## src/rtl/alu_pkg.sv

```systemverilog
// Shared constants for the ALU result-select stage: select codes and data width.
package alu_pkg;

  localparam int SEL_W = 4;
  localparam int WIDTH = 8;

  localparam logic [SEL_W-1:0] SEL_A     = 4'd0;
  localparam logic [SEL_W-1:0] SEL_B     = 4'd1;
  localparam logic [SEL_W-1:0] SEL_NEG_A = 4'd2;
  localparam logic [SEL_W-1:0] SEL_NEG_B = 4'd3;
  localparam logic [SEL_W-1:0] SEL_ROR_A = 4'd4;
  localparam logic [SEL_W-1:0] SEL_ROR_B = 4'd5;
  localparam logic [SEL_W-1:0] SEL_LT    = 4'd6;
  localparam logic [SEL_W-1:0] SEL_BIT   = 4'd7;
  localparam logic [SEL_W-1:0] SEL_NOT_A = 4'd8;
  localparam logic [SEL_W-1:0] SEL_NOT_B = 4'd9;
  localparam logic [SEL_W-1:0] SEL_SUB   = 4'd10;
  localparam logic [SEL_W-1:0] SEL_ADD   = 4'd11;

endpackage

```

## src/rtl/alu_select_if.sv

```systemverilog
// Bundle of select code, raw operands, precomputed unit results and the
// registered result bus. master = upstream ALU, slave = result-select stage.
interface alu_select_if #(
  parameter int WIDTH = alu_pkg::WIDTH
);
  import alu_pkg::*;

  logic [SEL_W-1:0] select;
  logic [WIDTH-1:0] a;
  logic [WIDTH-1:0] b;
  logic [WIDTH-1:0] negative_A;
  logic [WIDTH-1:0] negative_B;
  logic [WIDTH-1:0] ror_A;
  logic [WIDTH-1:0] ror_B;
  logic [WIDTH-1:0] LT;
  logic [WIDTH-1:0] bitwise;
  logic [WIDTH-1:0] not_A;
  logic [WIDTH-1:0] not_B;
  logic [WIDTH-1:0] subtract;
  logic [WIDTH-1:0] add;
  logic [WIDTH-1:0] x;
  logic             sel_illegal;

  modport master (
    output select, a, b, negative_A, negative_B, ror_A, ror_B, LT, bitwise,
           not_A, not_B, subtract, add,
    input  x, sel_illegal
  );

  modport slave (
    input  select, a, b, negative_A, negative_B, ror_A, ror_B, LT, bitwise,
           not_A, not_B, subtract, add,
    output x, sel_illegal
  );

endinterface

```

## src/rtl/alu_select_mux.sv

```systemverilog
// Pure combinational decode of the select code; unused codes give zero and
// raise the illegal flag.
module alu_select_mux #(
  parameter int WIDTH = alu_pkg::WIDTH
) (
  input  logic [alu_pkg::SEL_W-1:0] select,
  input  logic [WIDTH-1:0]          a,
  input  logic [WIDTH-1:0]          b,
  input  logic [WIDTH-1:0]          negative_A,
  input  logic [WIDTH-1:0]          negative_B,
  input  logic [WIDTH-1:0]          ror_A,
  input  logic [WIDTH-1:0]          ror_B,
  input  logic [WIDTH-1:0]          LT,
  input  logic [WIDTH-1:0]          bitwise,
  input  logic [WIDTH-1:0]          not_A,
  input  logic [WIDTH-1:0]          not_B,
  input  logic [WIDTH-1:0]          subtract,
  input  logic [WIDTH-1:0]          add,
  output logic [WIDTH-1:0]          y,
  output logic                      illegal
);
  import alu_pkg::*;

  // Select decode; the default arm also catches X/Z select so nothing latches.
  always_comb begin
    y       = '0;
    illegal = 1'b0;
    case (select)
      SEL_A:     y = a;
      SEL_B:     y = b;
      SEL_NEG_A: y = negative_A;
      SEL_NEG_B: y = negative_B;
      SEL_ROR_A: y = ror_A;
      SEL_ROR_B: y = ror_B;
      SEL_LT:    y = LT;
      SEL_BIT:   y = bitwise;
      SEL_NOT_A: y = not_A;
      SEL_NOT_B: y = not_B;
      SEL_SUB:   y = subtract;
      SEL_ADD:   y = add;
      default: begin
        y       = '0;
        illegal = 1'b1;
      end
    endcase
  end

endmodule

```

## src/rtl/alu_select.sv

```systemverilog
// ALU result-select stage: decode the select code and register the chosen
// result onto x with one cycle of latency. No path from inputs to x.
module alu_select #(
  parameter int WIDTH = alu_pkg::WIDTH
) (
  input  logic         clk,
  input  logic         reset,
  alu_select_if.slave  bus
);

  logic [WIDTH-1:0] mux_y;
  logic             mux_illegal;

  alu_select_mux #(.WIDTH(WIDTH)) u_mux (
    .select     (bus.select),
    .a          (bus.a),
    .b          (bus.b),
    .negative_A (bus.negative_A),
    .negative_B (bus.negative_B),
    .ror_A      (bus.ror_A),
    .ror_B      (bus.ror_B),
    .LT         (bus.LT),
    .bitwise    (bus.bitwise),
    .not_A      (bus.not_A),
    .not_B      (bus.not_B),
    .subtract   (bus.subtract),
    .add        (bus.add),
    .y          (mux_y),
    .illegal    (mux_illegal)
  );

  // Output register; reset wins over capture.
  always_ff @(posedge clk) begin
    if (reset) begin
      bus.x           <= '0;
      bus.sel_illegal <= 1'b0;
    end else begin
      bus.x           <= mux_y;
      bus.sel_illegal <= mux_illegal;
    end
  end

endmodule

```

## src/flat_wrapper.sv

```systemverilog
// flat-port wrapper written by rule: the top's interface ports become plain ports
module alu_select_flat 
#(
  parameter int WIDTH = alu_pkg::WIDTH
)
  (clk, reset, bus_select, bus_a, bus_b, bus_negative_A, bus_negative_B, bus_ror_A, bus_ror_B, bus_LT, bus_bitwise, bus_not_A, bus_not_B, bus_subtract, bus_add, bus_x, bus_sel_illegal);
  alu_select_if #(.WIDTH(WIDTH)) bus_i ();
  input  logic clk;
  input  logic reset;
  input wire logic [$bits(bus_i.select)-1:0] bus_select;
  input wire logic [$bits(bus_i.a)-1:0] bus_a;
  input wire logic [$bits(bus_i.b)-1:0] bus_b;
  input wire logic [$bits(bus_i.negative_A)-1:0] bus_negative_A;
  input wire logic [$bits(bus_i.negative_B)-1:0] bus_negative_B;
  input wire logic [$bits(bus_i.ror_A)-1:0] bus_ror_A;
  input wire logic [$bits(bus_i.ror_B)-1:0] bus_ror_B;
  input wire logic [$bits(bus_i.LT)-1:0] bus_LT;
  input wire logic [$bits(bus_i.bitwise)-1:0] bus_bitwise;
  input wire logic [$bits(bus_i.not_A)-1:0] bus_not_A;
  input wire logic [$bits(bus_i.not_B)-1:0] bus_not_B;
  input wire logic [$bits(bus_i.subtract)-1:0] bus_subtract;
  input wire logic [$bits(bus_i.add)-1:0] bus_add;
  output wire logic [$bits(bus_i.x)-1:0] bus_x;
  output wire logic [$bits(bus_i.sel_illegal)-1:0] bus_sel_illegal;
  assign bus_i.select = bus_select;
  assign bus_i.a = bus_a;
  assign bus_i.b = bus_b;
  assign bus_i.negative_A = bus_negative_A;
  assign bus_i.negative_B = bus_negative_B;
  assign bus_i.ror_A = bus_ror_A;
  assign bus_i.ror_B = bus_ror_B;
  assign bus_i.LT = bus_LT;
  assign bus_i.bitwise = bus_bitwise;
  assign bus_i.not_A = bus_not_A;
  assign bus_i.not_B = bus_not_B;
  assign bus_i.subtract = bus_subtract;
  assign bus_i.add = bus_add;
  assign bus_x = bus_i.x;
  assign bus_sel_illegal = bus_i.sel_illegal;
  alu_select #(.WIDTH(WIDTH)) u_core (.clk(clk), .reset(reset), .bus(bus_i));
endmodule
```

## config.mk

```make
export PLATFORM = sky130hd
export DESIGN_NAME = alu_select_flat
export DESIGN_NICKNAME = d
export VERILOG_FILES = /design/src/rtl/alu_pkg.sv /design/src/rtl/alu_select_if.sv /design/src/rtl/alu_select_mux.sv /design/src/rtl/alu_select.sv /design/src/flat_wrapper.sv
export SDC_FILE = /design/constraint.sdc
export NUM_CORES = 1
export LEC_CHECK = 0
export ABC_AREA = 1
export BUFFER_PORTS_ARGS = -buffer_cell sky130_fd_sc_hd__buf_2
export CAP_MARGIN = 20
export CORE_ASPECT_RATIO = 1.4
export CORE_MARGIN = 10
export CORE_UTILIZATION = 37
export CTS_CLUSTER_DIAMETER = 60
export DETAILED_ROUTE_END_ITERATION = 7
export GPL_TIMING_DRIVEN = 0
export HOLD_SLACK_MARGIN = 0.15
export PLACE_DENSITY = 0.91
export SYNTH_ARGS = -nofsm -noshare
export SYNTH_HDL_FRONTEND = slang
export SYNTH_SLANG_ARGS = --single-unit
```

## constraint.sdc

```tcl
create_clock -name clk -period 1.4 [get_ports clk]
set_clock_uncertainty 0.1 [all_clocks]
set_input_delay 0.14 -clock clk [delete_from_list [all_inputs] [get_ports clk]]
set_output_delay 0.14 -clock clk [all_outputs]
set_load 0.01 [all_outputs]
```

==> flow_metrics.env <==
export IMPL_cts_tree="built"
export IMPL_clock_sinks=9
export IMPL_grt_pass1_vias=1977
export IMPL_synthCells=233
export IMPL_grt_max_degree=11
export IMPL_ys_warn_count=0
export IMPL_die_y_um=87.17
export IMPL_dpl_hpwl_um=4866
export IMPL_final_cell_mix="buf_2, nand3_1, nand2_1, nor2_1, inv_1"
export IMPL_cts_buffers=3
export IMPL_final_max_slew_violation_count=0
export IMPL_crit_slowest_cell="buf_2"
export IMPL_timing_critical_path_from_type="input port"
export IMPL_switchingPower_uw=334.4
export IMPL_syn_area_per_cell_um2=5.118
export IMPL_dp_slack_ns=-0.1965
export IMPL_tightest_slew_ns=0.5031
export IMPL_max_stage_delay_ns=0.25
export IMPL_finalSetupViolCount=0
export IMPL_clkPwrFrac_pct=30.1
export IMPL_cap_violations=0
export IMPL_drt_iter0_markers=119
export IMPL_ios=111
export IMPL_cts_root_buf="clkbuf_8"
export IMPL_power_frac_seq_pct=28.2
export IMPL_crit_required_ns=1.44
export IMPL_crit_fanout=10
export IMPL_final_common_cell="buf_2"
export IMPL_path_delay_family="buffers and inverters"
export IMPL_die_area_um2=5926
export IMPL_cp_common_cell="nand2_1"
export IMPL_path_clk_slew_ns=0.04
export IMPL_hold_ws_ns=0.1690
export IMPL_area_delta_synth_final_pct=57.29
export IMPL_critPathArrivalTime_ns=1.38
export IMPL_post_synth_top_area_cell="nand3_1"
export IMPL_leakage_nw=1.210
export IMPL_max_freq_mhz=745.8
export IMPL_overflow=0
export IMPL_core_rowCount=24
export IMPL_endpoint_kind="register"
export IMPL_internal_power_uw=668.9
export IMPL_synth_top_cell_area_share_pct=38.20
export IMPL_dieWidth_um=67.98
export IMPL_nFillCells=355
export IMPL_synth_distinct_cells=11
export IMPL_syn_nets=335
export IMPL_port_buffers=110
export IMPL_outcome="finished clean"
export IMPL_ys_ff_latch=9
export IMPL_routed_via_count=1987
export IMPL_netlist_top_cells_area="nand3_1, nand2_1, dfxtp_1, nor2_1, inv_1"
export IMPL_combPwrFrac_pct=41.7
export IMPL_place_congestion=0.8288
export IMPL_n_antenna_cell=0
export IMPL_switching_share_pct=33.33
export IMPL_final_util_pct=60.06
export IMPL_grt_total_usage_pct=19.30
export IMPL_avgRoutedWirePerCell_um=15.36
export IMPL_wl_um=5990
export IMPL_core_um2=3123
export IMPL_vdd_drop_max_uv=460.6
export IMPL_slew_headroom_pct=66.33
export IMPL_min_path_type="in -> reg"
export IMPL_ys_seq_area_share_pct=15.11
export IMPL_fin_nets=454
export IMPL_grt_pass1_wl_um=9066
export IMPL_htreeDepth=1
export IMPL_power_density_nw_per_um2=534.9
export IMPL_period_minus_slack_ns=1.341
export IMPL_syn_area_um2=1192
export IMPL_period_share_pct=95.78
export IMPL_hold_viol_final=0
export IMPL_crit_buf_inv=4
export IMPL_clockBufferDepth=2
export IMPL_crit_chain="buf_2, nand2_1, clkinvlp_4, buf_2, nand3_1, nand2_1, nor2_1, nand3_1, nand2_1, inv_1"
export IMPL_vias_per_cell=5.095
export IMPL_start_util_pct=38.18
export IMPL_crit_type="in -> reg"
export IMPL_drive_gt1_share_pct=38.46
export IMPL_drc_errors=0
export IMPL_antenna_found_initial=0
export IMPL_dr_pass1_iters=4
export IMPL_ant_nets=0
export IMPL_setup_slack_ns=0.05914
## state kept, by name, indices dropped and copies added, names as in the netlist
name                    count
u_core.bus.x                8
u_core.bus.sel_illegal      1
## worst paths after layout
check,to,cells past startpoint,start
worst max-delay path,u_core.bus.x[6]$_SDFF_PP0_,10,bus_select[1]
worst min-delay path,u_core.bus.x[1]$_SDFF_PP0_,7,bus_subtract[1]
## routing by layer
| layer | routed length [um] | track usage, % | vias up |
|---|---|---|---|
| met5 | 0 | 0 | - |
| met4 | 70 | 6.972 | 0 |
| met3 | 687 | 5.928 | 7 |
| met2 | 2930 | 33.02 | 117 |
| met1 | 2303 | 21.45 | 863 |
| li1 | - | - | 1000 |
## worst min-delay path, delay by kind of cell
kind          cells  cell delay [ns]
buf+inv           2             0.11
simple gates      5             0.22
## final cells by class
type / instances / area [um^2] / share of cell area [%]
buffer: 13 / 80.08 / 4.270
clock buffer: 4 / 45.04 / 2.402
tap: 39 / 48.80 / 2.602
sequential: 9 / 180.2 / 9.606
inverter: 14 / 56.30 / 3.002
multi-input combinational: 197 / 882.1 / 47.03
timing repair buffer: 114 / 583.1 / 31.09
## kinds of logic after synthesis
| logic type | after synthesis | synth area share (%) |
|---|---|---|
| buf+inv | 27 | 11.12 |
| simple gates | 197 | 73.77 |
| flops | 9 | 15.11 |
## power groups by stage
| stage | Clock [mW] | Sequential, mW | Combinational (mW) |
|---|---|---|---|
| floorplan | 0 | 0.300 | 0.171 |
| global placement | 0 | 0.286 | 0.393 |
| detailed placement | 0 | 0.287 | 0.401 |
| CTS | 0.308 | 0.283 | 0.404 |
| global route | 0.326 | 0.285 | 0.463 |
| finish | 0.302 | 0.283 | 0.418 |
## metrics by stage
| stage | total power [mW] | setup TNS [ns] | cell area [um^2] | std cells |
|---|---|---|---|---|
| after CTS | 0.9958 | 0 | 1847 | 387 |
| final | 1.003 | 0 | 1876 | 390 |
| after global routing | 1.074 | -0.07354 | 1876 | 390 |
| after detailed placement | 0.6882 | -1.125 | 1792 | 382 |
| after floorplan | 0.4706 | 0 | 1192 | 233 |
| after global placement | 0.6800 | -1.070 | 1792 | 382 |
## timing repair
action,4_1_cts,5_1_grt
endpoints found under the hold margin,1,0
buffers inserted,0,3
setup endpoints to repair,0,7
resized for setup,0,2
hold buffers,1,0
## synth_stat cells
master    instances
buf_2             7
nor2_1           28
inv_1            13
dfxtp_1           9
buf_4             6
nand2_1          73
nand3_1          91
nor2_2            1
nor3_1            1
clkinv_1          1
nor2_4            3
Power figures use the tool's default switching activity.
